File: config.mk
export PLATFORM = sky130hd
export DESIGN_NAME = disp_scan_ctrl_flat
export DESIGN_NICKNAME = d
export VERILOG_FILES = /design/src/rtl/disp_scan_ctrl_if.sv /design/src/rtl/disp_scan_ctrl.sv /design/src/flat_wrapper.sv
export SDC_FILE = /design/constraint.sdc
export NUM_CORES = 1
export LEC_CHECK = 0
export CAP_MARGIN = 10
export CORE_MARGIN = 2
export CORE_UTILIZATION = 52
export DETAILED_ROUTE_END_ITERATION = 16
export GPL_TIMING_DRIVEN = 0
export PLACE_DENSITY = 0.86
export SETUP_SLACK_MARGIN = 0.5
export SLEW_MARGIN = 20
export SYNTH_ARGS = -nofsm -noshare
export SYNTH_HDL_FRONTEND = slang
export SYNTH_SLANG_ARGS = --single-unit
File: constraint.sdc
create_clock -name clk -period 8.3 [get_ports clk]
set_clock_uncertainty 0.2 [all_clocks]
set_input_delay 1.245 -clock clk [delete_from_list [all_inputs] [get_ports clk]]
set_output_delay 1.245 -clock clk [all_outputs]
set_load 0.02 [all_outputs]
File: src/rtl/disp_scan_ctrl_if.sv
// Bus between the value registers / shared timer and the display scan controller.
interface disp_scan_ctrl_if;
  logic        flag;
  logic [15:0] value;
  logic [3:0]  dp_in;
  logic [3:0]  dig_en;
  logic [1:0]  brightness;
  logic [23:0] tmr_period;
  logic [3:0]  an;
  logic [6:0]  seg;
  logic        dp;
  logic        frame_tick;

  modport master (
    output flag, value, dp_in, dig_en, brightness,
    input  tmr_period, an, seg, dp, frame_tick
  );

  modport slave (
    input  flag, value, dp_in, dig_en, brightness,
    output tmr_period, an, seg, dp, frame_tick
  );
endinterface

File: src/rtl/disp_scan_ctrl.sv
// Four-digit seven-segment scan controller: alternates lit ON and dark BLANK
// phases per digit, paced by the shared timer's flag pulses.
module disp_scan_ctrl #(
  parameter logic [23:0] ON_PERIOD    = 24'h000800,
  parameter logic [23:0] BLANK_PERIOD = 24'h000100
) (
  input logic             clk,
  input logic             rst,
  disp_scan_ctrl_if.slave bus
);

  typedef enum logic {PH_ON, PH_BLANK} phase_e;

  phase_e      phase_q, phase_d;
  logic [1:0]  idx_q, idx_d;
  logic [15:0] val_q, val_d;
  logic [3:0]  dpin_q, dpin_d;
  logic [3:0]  en_q, en_d;
  logic [23:0] tmr_q, tmr_d;
  logic [3:0]  an_q, an_d;
  logic [6:0]  seg_q, seg_d;
  logic        dp_q, dp_d;
  logic        ft_q, ft_d;

  logic [26:0] blank_ext;
  logic [23:0] blank_val;
  logic [15:0] val_src;
  logic [3:0]  dpin_src;
  logic [3:0]  en_src;
  logic [3:0]  nibble;

  function automatic logic [6:0] hex7(input logic [3:0] h);
    case (h)
      4'h0: hex7 = 7'h40;  4'h1: hex7 = 7'h79;  4'h2: hex7 = 7'h24;  4'h3: hex7 = 7'h30;
      4'h4: hex7 = 7'h19;  4'h5: hex7 = 7'h12;  4'h6: hex7 = 7'h02;  4'h7: hex7 = 7'h78;
      4'h8: hex7 = 7'h00;  4'h9: hex7 = 7'h10;  4'hA: hex7 = 7'h08;  4'hB: hex7 = 7'h03;
      4'hC: hex7 = 7'h46;  4'hD: hex7 = 7'h21;  4'hE: hex7 = 7'h06;  default: hex7 = 7'h0E;
    endcase
  endfunction

  always_comb begin
    blank_ext = {3'b000, BLANK_PERIOD} << (2'd3 - bus.brightness);
    blank_val = (blank_ext[26:24] != 3'b000) ? '1 : blank_ext[23:0];
  end

  always_comb begin
    phase_d  = phase_q;
    idx_d    = idx_q;
    val_d    = val_q;
    dpin_d   = dpin_q;
    en_d     = en_q;
    tmr_d    = tmr_q;
    an_d     = an_q;
    seg_d    = seg_q;
    dp_d     = dp_q;
    ft_d     = 1'b0;
    // Leaving BLANK 3 uses the freshly latched frame data directly, not the old shadow.
    val_src  = (idx_q == 2'd3) ? bus.value  : val_q;
    dpin_src = (idx_q == 2'd3) ? bus.dp_in  : dpin_q;
    en_src   = (idx_q == 2'd3) ? bus.dig_en : en_q;
    nibble   = val_src[{idx_q + 2'd1, 2'b00} +: 4];

    if (bus.flag) begin
      if (phase_q == PH_ON) begin
        phase_d = PH_BLANK;
        tmr_d   = blank_val;
        an_d    = '1;
        seg_d   = '1;
        dp_d    = 1'b1;
      end else begin
        phase_d = PH_ON;
        idx_d   = idx_q + 2'd1;
        tmr_d   = ON_PERIOD;
        if (idx_q == 2'd3) begin
          val_d  = bus.value;
          dpin_d = bus.dp_in;
          en_d   = bus.dig_en;
          ft_d   = 1'b1;
        end
        if (en_src[idx_d]) begin
          an_d  = ~(4'b0001 << idx_d);
          seg_d = hex7(nibble);
          dp_d  = ~dpin_src[idx_d];
        end else begin
          an_d  = '1;
          seg_d = '1;
          dp_d  = 1'b1;
        end
      end
    end
  end

  always_ff @(posedge clk) begin
    if (rst) begin
      phase_q <= PH_BLANK;
      idx_q   <= 2'd3;
      val_q   <= '0;
      dpin_q  <= '0;
      en_q    <= '0;
      tmr_q   <= BLANK_PERIOD;
      an_q    <= '1;
      seg_q   <= '1;
      dp_q    <= 1'b1;
      ft_q    <= 1'b0;
    end else begin
      phase_q <= phase_d;
      idx_q   <= idx_d;
      val_q   <= val_d;
      dpin_q  <= dpin_d;
      en_q    <= en_d;
      tmr_q   <= tmr_d;
      an_q    <= an_d;
      seg_q   <= seg_d;
      dp_q    <= dp_d;
      ft_q    <= ft_d;
    end
  end

  assign bus.tmr_period = tmr_q;
  assign bus.an         = an_q;
  assign bus.seg        = seg_q;
  assign bus.dp         = dp_q;
  assign bus.frame_tick = ft_q;

endmodule

File: src/flat_wrapper.sv
// flat-port wrapper written by rule: the top's interface ports become plain ports
module disp_scan_ctrl_flat 
#(
  parameter logic [23:0] ON_PERIOD    = 24'h000800,
  parameter logic [23:0] BLANK_PERIOD = 24'h000100
)
  (clk, rst, bus_flag, bus_value, bus_dp_in, bus_dig_en, bus_brightness, bus_tmr_period, bus_an, bus_seg, bus_dp, bus_frame_tick);
  disp_scan_ctrl_if bus_i ();
  input logic clk;
  input logic rst;
  input wire logic [$bits(bus_i.flag)-1:0] bus_flag;
  input wire logic [$bits(bus_i.value)-1:0] bus_value;
  input wire logic [$bits(bus_i.dp_in)-1:0] bus_dp_in;
  input wire logic [$bits(bus_i.dig_en)-1:0] bus_dig_en;
  input wire logic [$bits(bus_i.brightness)-1:0] bus_brightness;
  output wire logic [$bits(bus_i.tmr_period)-1:0] bus_tmr_period;
  output wire logic [$bits(bus_i.an)-1:0] bus_an;
  output wire logic [$bits(bus_i.seg)-1:0] bus_seg;
  output wire logic [$bits(bus_i.dp)-1:0] bus_dp;
  output wire logic [$bits(bus_i.frame_tick)-1:0] bus_frame_tick;
  assign bus_i.flag = bus_flag;
  assign bus_i.value = bus_value;
  assign bus_i.dp_in = bus_dp_in;
  assign bus_i.dig_en = bus_dig_en;
  assign bus_i.brightness = bus_brightness;
  assign bus_tmr_period = bus_i.tmr_period;
  assign bus_an = bus_i.an;
  assign bus_seg = bus_i.seg;
  assign bus_dp = bus_i.dp;
  assign bus_frame_tick = bus_i.frame_tick;
  disp_scan_ctrl #(.ON_PERIOD(ON_PERIOD), .BLANK_PERIOD(BLANK_PERIOD)) u_core (.clk(clk), .rst(rst), .bus(bus_i));
endmodule
== After elaboration in Yosys (flattened, before gate mapping) ==
Memory sizes are Yosys's and may differ from the RTL's.
Cells that the tools add are included.
Word-level totals
  register bits after elaboration: 64
  ROM bits: 112
  bits of input ports: 29
  output and inout bits: 37
  memories: 1
Memory list
  (no name shown): depth 16, width 7, rd ports 1, clocked after Yosys merged registers in 0, wr ports 0, line disp_scan_ctrl.sv:33  | case (h)
Cells by class
  $add $sub $neg: 2
  order comparisons: 1
  eq/ne operators: 1
  shift operators: 3
  multiplexer cells: 17
  bitwise operators: 4
  reductions and logical operators: 3
Operators by type and width (count)
  24-bit two-way mux: 2
  9-bit by 2-bit left shift with 27-bit output (first input constant): 1
  16-bit two-way mux: 1
  4-bit two-way mux: 4
  16-bit by 5-bit variable part select with 4-bit output: 1
  7-bit two-way mux: 2
  1-bit two-way mux: 6
  1-bit binary-select mux with 2-bit select: 2
  4-bit inverter: 1
  1-bit by 2-bit left shift with 4-bit output (first input constant): 1
  2-bit by 3-bit < comparator with 1-bit output (second input constant): 1
  1-bit inverter: 3
  3-bit nonzero test: 1
  3-bit OR reduction: 1
  2-bit by 1-bit adder with 2-bit output (second input constant): 1
  2-bit equality test (second input constant): 1
  2-bit AND reduction: 1
  2-bit subtractor (first input constant): 1

== Logic depth before layout (Yosys ltp) ==
Gate-level depths: netlist (run 1).
  depth in word-level cells: 7
  mapped depth: 10

== Worst setup path after synthesis (run 1) ==
No wires, ideal clock.
  path kind: input-to-reg
  from: input port bus_value[0]
  to: register u_core.seg_q[0], in the netlist u_core.bus.seg[0]
  data arrival time: 2794 ps
  slack: 5184 ps
  cell stages on the path: 7
  path through: mux4_1 > mux2i_4 > inv_1 > ha_1 > or3_1 > o221ai_1 > a21oi_1
Between the ends
  word-level cells in the longest chain between the ends: 5
RTL lines
  start, declared: line flat_wrapper.sv:12  | input wire logic [$bits(bus_i.value)-1:0] bus_value;
  16-bit two-way mux: line disp_scan_ctrl.sv:58  | val_src = (idx_q == 2'd3) ? bus.value : val_q;
  16-bit by 5-bit variable part select with 4-bit output: line disp_scan_ctrl.sv:61  | nibble = val_src[{idx_q + 2'd1, 2'b00} +: 4];
  memory read 16 x 7 bit
  7-bit two-way mux: line disp_scan_ctrl.sv:80  | if (en_src[idx_d]) begin
  7-bit two-way mux: line disp_scan_ctrl.sv:64  | if (phase_q == PH_ON) begin
  end signal, assigned: line disp_scan_ctrl.sv:113  | seg_q <= seg_d;
  end, declared: line disp_scan_ctrl.sv:21  | logic [6:0] seg_q, seg_d;
Every way passes these cells.
A chain may end at the register's enable or synchronous reset.

== Worst setup path after layout (run 1) ==
  from: register u_core.idx_q[0]
  to: register u_core.seg_q[0], in the netlist u_core.bus.seg[0]
Between the ends
  word-level cells in the longest chain between the ends: 6
  elaborated cells on any way between the ends: 10
  those cells by class: 1 x add/sub; 1 x eq/ne; 1 x shift; 6 x mux; 1 x memory
RTL lines
  start, declared: line disp_scan_ctrl.sv:15  | logic [1:0] idx_q, idx_d;
  start signal, assigned: line disp_scan_ctrl.sv:107  | idx_q <= idx_d;
  2-bit equality test: line disp_scan_ctrl.sv:58, disp_scan_ctrl.sv:60
  16-bit two-way mux / 4-bit two-way mux (equally long branches): line disp_scan_ctrl.sv:58, disp_scan_ctrl.sv:60
  16-bit by 5-bit variable part select with 4-bit output / 1-bit binary-select mux with 2-bit select (equally long branches): line disp_scan_ctrl.sv:61, disp_scan_ctrl.sv:80
  memory read 16 x 7 bit / 1-bit two-way mux (equally long branches)
  7-bit two-way mux (*): line disp_scan_ctrl.sv:80
  7-bit two-way mux (*): line disp_scan_ctrl.sv:64
Mark *: on every way between the ends. The rest lies on a longest branch, timed or not. The select of a mux whose other input is x is not followed.

==> key figures, run 1 <==
Timing
  – Slew HR: 0.645
  – Fin worst setup slack: 4.78 ns
  – Endpoints failing setup: 0
  – Hold Violations, Final: 0
  – Slew Limit Fails: 0
  – Setup_tns: 0 ns
  – Unrepaired setup endpoints after global routing: no
  – Max Freq: 284 MHz
  – Period utilization: 0.424
  – Final Critical Period: 3.52 ns
  – Worst slew pin tran: 0.532 ns

Clocking
  – CTS max path bufs: 2
  – # hold bufs at CTS: 0
  – Post-CTS Resized: 0
  – H-tree levels: 2
  – TritonCTS clock tree: done
  – Total CTS buffers: 5
  – Clk slew on worst S/H paths: 0.09 ns
  – Post-CTS setup buffer count: 0
  – Clock root cell: clkbuf_8
  – Clock sinks: 44
  – Worst skew pair latency: 0.30 ns

Placement
  – Final HPWL DP: 3720 um
  – Dpl ws: 4.56 ns
  – Port Buffer Count: 43
  – Gpl congestion: 0.825

Yosys
  – Sequential area share after synthesis: 0.371
  – Post-Syn Area per Cell: 9.36 sq um
  – Synth Warn #: 0
  – Yosys cell types: 39
  – Post-Synthesis Cells: 254
  – Cell area after synthesis: 0.00238 sq mm
  – Synthesized flop and latch total: 44

Floorplanning
  – Die footprint: 0.00513 sq mm
  – DIE HEIGHT: 71.6 um
  – CORE AREA: 0.00438 sq mm
  – FP Rows: 24
  – Initial core utilization: 0.542
  – I/O pin total: 66
  – Die X: 71.6 um

Drt
  – Post-route DRC: 0
  – Drt via density: 5.29
  – DRT Pass-1 Iters: 4
  – Remaining antenna violation count: 0
  – Detailed-route via count: 1988
  – DRT Wirelength: 5070 um
  – Wire length per cell: 13.5 um
  – Iteration-0 DRC Markers: 147

GRT
  – Grt ovf: 0
  – Initial antenna violation count: 0
  – Vias in the first global route: 1861
  – Largest net degree at the start of global routing: 15
  – Total GRT Usage: 0.215
  – First-pass GRT wire length: 8610 um

Setup path
  – FF-to-FF Start: u_core.idx_q[0]
  – Critical Path Sink Type: flop
  – CP Data Required Time: 8.30 ns
  – Crit Path Class: reg2reg
  – CP Cell Sequence: inv_2 > ha_1 > buf_6 > mux4_1 > mux2i_4 > inv_1 > ha_1 > or3_1 > o221ai_1 > a21oi_1
  – Most used cell, CP: ha_1
  – CP Launch Type: flop
  – Crit. Startpoint: u_core.idx_q[0]
  – CP Data Arrival Time: 3.52 ns
  – CP max FO: 10
  – Slowest stage delay, CP: 0.61 ns
  – Slowest CP cell: mux4_1

Pwr
  – Peak supply drop: 0.000125 V
  – PwrDens: 200 mW/mm^2
  – Tot Pwr: 0.614 mW
  – Leak: 1.27 nW

Layout
  – Most frequent cells in the layout: nand2_1 (56), dfxtp_1 (44), clkdlybuf4s50_1 (43)
  – Share of cells above drive strength 1: 0.142
  – P&R area growth vs syn: 28.9%
  – Commonest non-fill, non-tap cell in the layout: nand2_1
  – Diodes inserted: 0
  – Fin util: 0.699
  – Final layout net count: 363

Worst hold path
  – Hold Crit Class: reg2reg
  – HP Start: u_core.val_q[15]

Flow run
  – MaxCap Viol Count: 0

Status
  – Status: finished clean
## cells in the mapped netlist
cell type / instances / share of area
o21a_1: 3 / 0.0095
nor2_1: 13 / 0.021
ha_1: 11 / 0.058
a211o_1: 1 / 0.0037
o2111ai_1: 1 / 0.0037
mux2i_1: 5 / 0.021
o21ai_0: 1 / 0.0021
mux4_2: 4 / 0.038
nor3_1: 1 / 0.0021
and3_2: 1 / 0.0032
mux4_1: 8 / 0.088
dfxtp_1: 44 / 0.37
clkbuf_1: 12 / 0.019
and3_1: 1 / 0.0026
nand3_1: 2 / 0.0042
o22a_1: 1 / 0.0037
inv_1: 4 / 0.0063
or3_1: 2 / 0.0053
conb_1: 1 / 0.0016
mux2i_4: 3 / 0.028
nand3b_1: 1 / 0.0032
a31oi_1: 1 / 0.0026
nor4b_1: 2 / 0.0074
inv_2: 1 / 0.0016
a21oi_1: 33 / 0.069
o221ai_1: 4 / 0.015
buf_6: 2 / 0.0095
or2_2: 3 / 0.0079
mux2_2: 2 / 0.0095
nand2b_1: 1 / 0.0026
nand4b_1: 1 / 0.0037
nand2_1: 56 / 0.088
o211a_1: 1 / 0.0042
buf_4: 20 / 0.063
o22ai_1: 1 / 0.0026
buf_2: 2 / 0.0042
xnor2_1: 2 / 0.0074
a211oi_1: 1 / 0.0032
a21o_1: 1 / 0.0032
## cell type report
class                           instances  area, sq um
Timing Repair Buffer                   43          430
Fill cell                             342         1320
Buffer                                 36          228
Tap cell                               52         65.1
Inverter                                5         18.8
Clock inverter                          2         38.8
Multi-Input combinational cell        188         1320
Clock buffer                            6         82.6
Sequential cell                        44          881
## final timing paths
| path | endpoint | slack, ns | depth (start not counted) |
|---|---|---|---|
| max | u_core.bus.seg[0] | 4.78 | 10 |
| min | u_core.val_q[15] | 0.25 | 2 |
| max reg2reg | u_core.bus.seg[0] | 4.78 | 10 |
| min reg2reg | u_core.val_q[15] | 0.25 | 2 |
## power breakdown
| group | leakage (nW) | total, mW | internal [mW] | switching (mW) |
|---|---|---|---|---|
| sequential | 0.360 | 0.236 | 0.227 | 0.00912 |
| combinational | 0.853 | 0.203 | 0.0970 | 0.106 |
| clock | 0.0614 | 0.175 | 0.0985 | 0.0766 |
## worst max-delay path, delay by kind of cell (launching register included)
kind / cells / cell delay (ns)
AO/OA/AOI/OAI: 2 / 0.19
adder cells (fa/ha/maj): 2 / 0.69
buffers and inverters: 3 / 0.54
flip-flops: 1 / 0.51
multiplexers: 2 / 0.89
AND/OR/NAND/NOR: 1 / 0.37
## state kept, by name, summed over array words and instances, names as in the netlist
register,cells
u_core.bus.an,4
u_core.bus.dp,1
u_core.bus.frame_tick,1
u_core.bus.seg,7
u_core.bus.tmr_period,4
u_core.dpin_q,4
u_core.en_q,4
u_core.idx_q,2
u_core.phase_q,1
u_core.val_q,16
## per-layer routing
metal  GRT usage  wire [um]  part of all wire  vias to the layer above
li1            -          -                 -                      980
met1       0.259       2120              0.42                      917
met2       0.358       2530              0.50                       80
met3      0.0619        318             0.063                       11
met4      0.0943        103             0.020                        0
met5           0          0                 0                        -
## logic make-up (layout without fill, tap and decap cells)
logic type                 count (synthesis)  count (layout)  share of synthesized area
AOI/OAI and AO/OA                         49              49                      0.123
xor gates and xnor gates                   2               2                    0.00737
adders and majority gates                 11              11                     0.0579
buffers and inverters                     41              92                      0.104
DFF                                       44              44                      0.371
muxes                                     22              22                      0.185
other                                      1              20                    0.00158
and+or+nand+nor                           84              84                      0.151
## metrics by stage
step | cells | hold slack, ns | instance area (sq um)
after floorplan | 273 | 0.232 | 2450
after global placement | 368 | 0.237 | 2940
after detailed placement | 368 | 0.247 | 2940
after CTS | 376 | 0.254 | 3070
after global routing | 376 | 0.275 | 3070
final | 376 | 0.254 | 3070
(Power assumes the default switching activity.)
==> run 2, diff against run 1 <==
Settings changed: CORE_UTILIZATION 52 to 48, PLACE_DENSITY 0.86 to 0.8.
Clock period 8.3 ns to 3.3 ns, I/O delays scaled along.
==> run 2 against run 1 <==
  * Non-clock buffer count up 11
  * Die area up 7.9%
  * Cell area up 5.1%
  * Flip-flop and latch count unchanged
  * Critical path type unchanged
  * Via count down 2.6%
  * Fmax up 30%
  * Worst setup slack worse by 4.2 ns
  * Critical path depth down 1
  * Clock power rose to 2.5 times the previous value
  * Utilization down 2.2 points
==> key figures, run 2 (synthesis results as in run 1) <==
Status
  – Status: finished clean

Layout
  – Most frequent cells in the layout: nand2_1 (56), clkdlybuf4s50_1 (43), dfxtp_1 (42)
  – Final layout net count: 374
  – Commonest non-fill, non-tap cell in the layout: nand2_1
  – Fin util: 0.677
  – P&R area growth vs syn: 35.5%
  – Register Area: 888 sq um
  – Fillers: 411
  – Fin cells: 402
  – Diodes inserted: 0
  – Largest register by flop count: u_core.val_q
  – Max reg flops: 16
  – Area of the multi-input gates: 0.00134 sq mm
  – Share of cells above drive strength 1: 0.203

Clocking
  – Clk slew on worst S/H paths: 0.09 ns
  – CTS max path bufs: 2
  – Total CTS buffers: 5
  – Worst skew pair latency: 0.30 ns
  – Clock sinks: 44
  – Clock root cell: clkbuf_8
  – # hold bufs at CTS: 0
  – TritonCTS clock tree: done
  – H-tree levels: 2

Timing
  – Unrepaired setup endpoints after global routing: no
  – Period utilization: 0.820
  – Setup_tns: 0 ns
  – Endpoints failing setup: 0
  – Max Freq: 370 MHz
  – Worst slew pin tran: 0.515 ns
  – Slew HR: 0.657
  – Final Critical Period: 2.71 ns
  – Slew Limit Fails: 0
  – Hold Violations, Final: 0

Setup path
  – CP max FO: 6
  – Slowest CP cell: mux4_2
  – CP Launch Type: flop
  – Most used cell, CP: ha_4
  – Slowest stage delay, CP: 0.49 ns
  – Critical Path Sink Type: flop
  – Crit Path Class: reg2reg
  – CP Data Required Time: 3.28 ns
  – CP Cell Sequence: clkinv_8 > ha_4 > buf_12 > mux4_2 > mux2_4 > ha_4 > or3_1 > o221ai_1 > a21oi_1
  – CP Data Arrival Time: 2.69 ns

Pwr
  – Clock share of power: 0.272
  – Leak: 1.31 nW
  – Register share of total power: 0.365
  – Net Sw Frac: 0.312
  – PwrDens: 504 mW/mm^2
  – Internal Power: 1.12 mW
  – NetSw: 0.507 mW
  – Comb pwr share: 0.362
  – Peak supply drop: 0.000378 V

Floorplanning
  – Die X: 74.4 um
  – FP Rows: 25
  – CORE AREA: 0.00475 sq mm
  – I/O pin total: 66
  – DIE HEIGHT: 74.4 um
  – Initial core utilization: 0.500
  – Die footprint: 0.00553 sq mm

GRT
  – Grt met2 use: 0.347
  – M3 GR Usage: 0.0352
  – Total GRT Usage: 0.198
  – Initial antenna violation count: 0
  – Met1 usage: 0.242
  – First-pass GRT wire length: 8430 um
  – Grt ovf: 0
  – Vias in the first global route: 1844
  – GRT Max-Usage Layer: met2
  – Largest net degree at the start of global routing: 15

Worst hold path
  – Hold Crit Class: reg2reg

Placement
  – Gpl congestion: 0.787
  – Placed Cells: 383
  – Port Buffer Count: 43
  – Final HPWL DP: 3620 um

Drt
  – Wire length per cell: 12.9 um
  – Post-route DRC: 0
  – Iteration-0 DRC Markers: 95
  – Detailed-route via count: 1936
  – Drt via density: 4.82
  – DRT Wirelength: 5170 um
  – DRT Pass-1 Iters: 4
  – Remaining antenna violation count: 0

Flow run
  – MaxCap Viol Count: 0
## run 2: per-stage QoR
step | power, mW | instance area, sq um | setup slack (ns) | hold WS, ns
4_1_cts | 1.60 | 3180 | 0.516 | 0.256
2_1_floorplan | 0.983 | 2460 | 0.501 | 0.232
6_report | 1.62 | 3220 | 0.594 | 0.254
3_3_place_gp | 1.11 | 2980 | 0.289 | 0.238
5_1_grt | 1.70 | 3220 | 0.517 | 0.273
3_5_place_dp | 1.12 | 2980 | 0.250 | 0.244
## run 2: worst paths after layout
path | from | end | slack, ns | depth (start not counted)
setup / recovery | u_core.idx_q[0] | u_core.bus.seg[0] | 0.59 | 9
hold / removal | u_core.dpin_q[3] | u_core.dpin_q[3] | 0.25 | 2
setup reg to reg | u_core.idx_q[0] | u_core.bus.seg[0] | 0.59 | 9
hold reg to reg | u_core.dpin_q[3] | u_core.dpin_q[3] | 0.25 | 2
## run 2: layer usage
metal / wire length [um] / vias to the layer above
met3: 187 / 10
met5: 0 / -
met4: 95 / 0
met2: 2590 / 48
li1: - / 997
met1: 2300 / 881
## run 2: cell type report
cell class,count,area share
plain buffers,36,0.0754
clock buffers,6,0.0256
clock inverters,2,0.0120
inverters,5,0.0105
multi-input cells,188,0.415
flip-flops and latches,44,0.276
well taps,67,0.0260
repair buffers,54,0.159
## run 2: power groups by stage
stage | clock, mW | combinational [mW] | sequential [mW]
2_1_floorplan | 0 | 0.361 | 0.622
3_3_place_gp | 0 | 0.504 | 0.605
3_5_place_dp | 0 | 0.513 | 0.607
4_1_cts | 0.443 | 0.564 | 0.592
5_1_grt | 0.463 | 0.635 | 0.598
6_report | 0.442 | 0.587 | 0.593
## run 2: critical path, delay by kind of cell (launching register included)
family          cells  cell delay, ns
compound gates      2            0.18
mux                 2            0.81
fa+ha+maj           2            0.47
buf+inv             2            0.17
flops               1            0.39
simple gates        1            0.36
## run 2: timing repair
item,CTS,global route
gates resized for setup,11,6
pin swaps,1,2
setup endpoints to repair,7,4
setup buffers,7,4
endpoints found under the hold margin,0,0
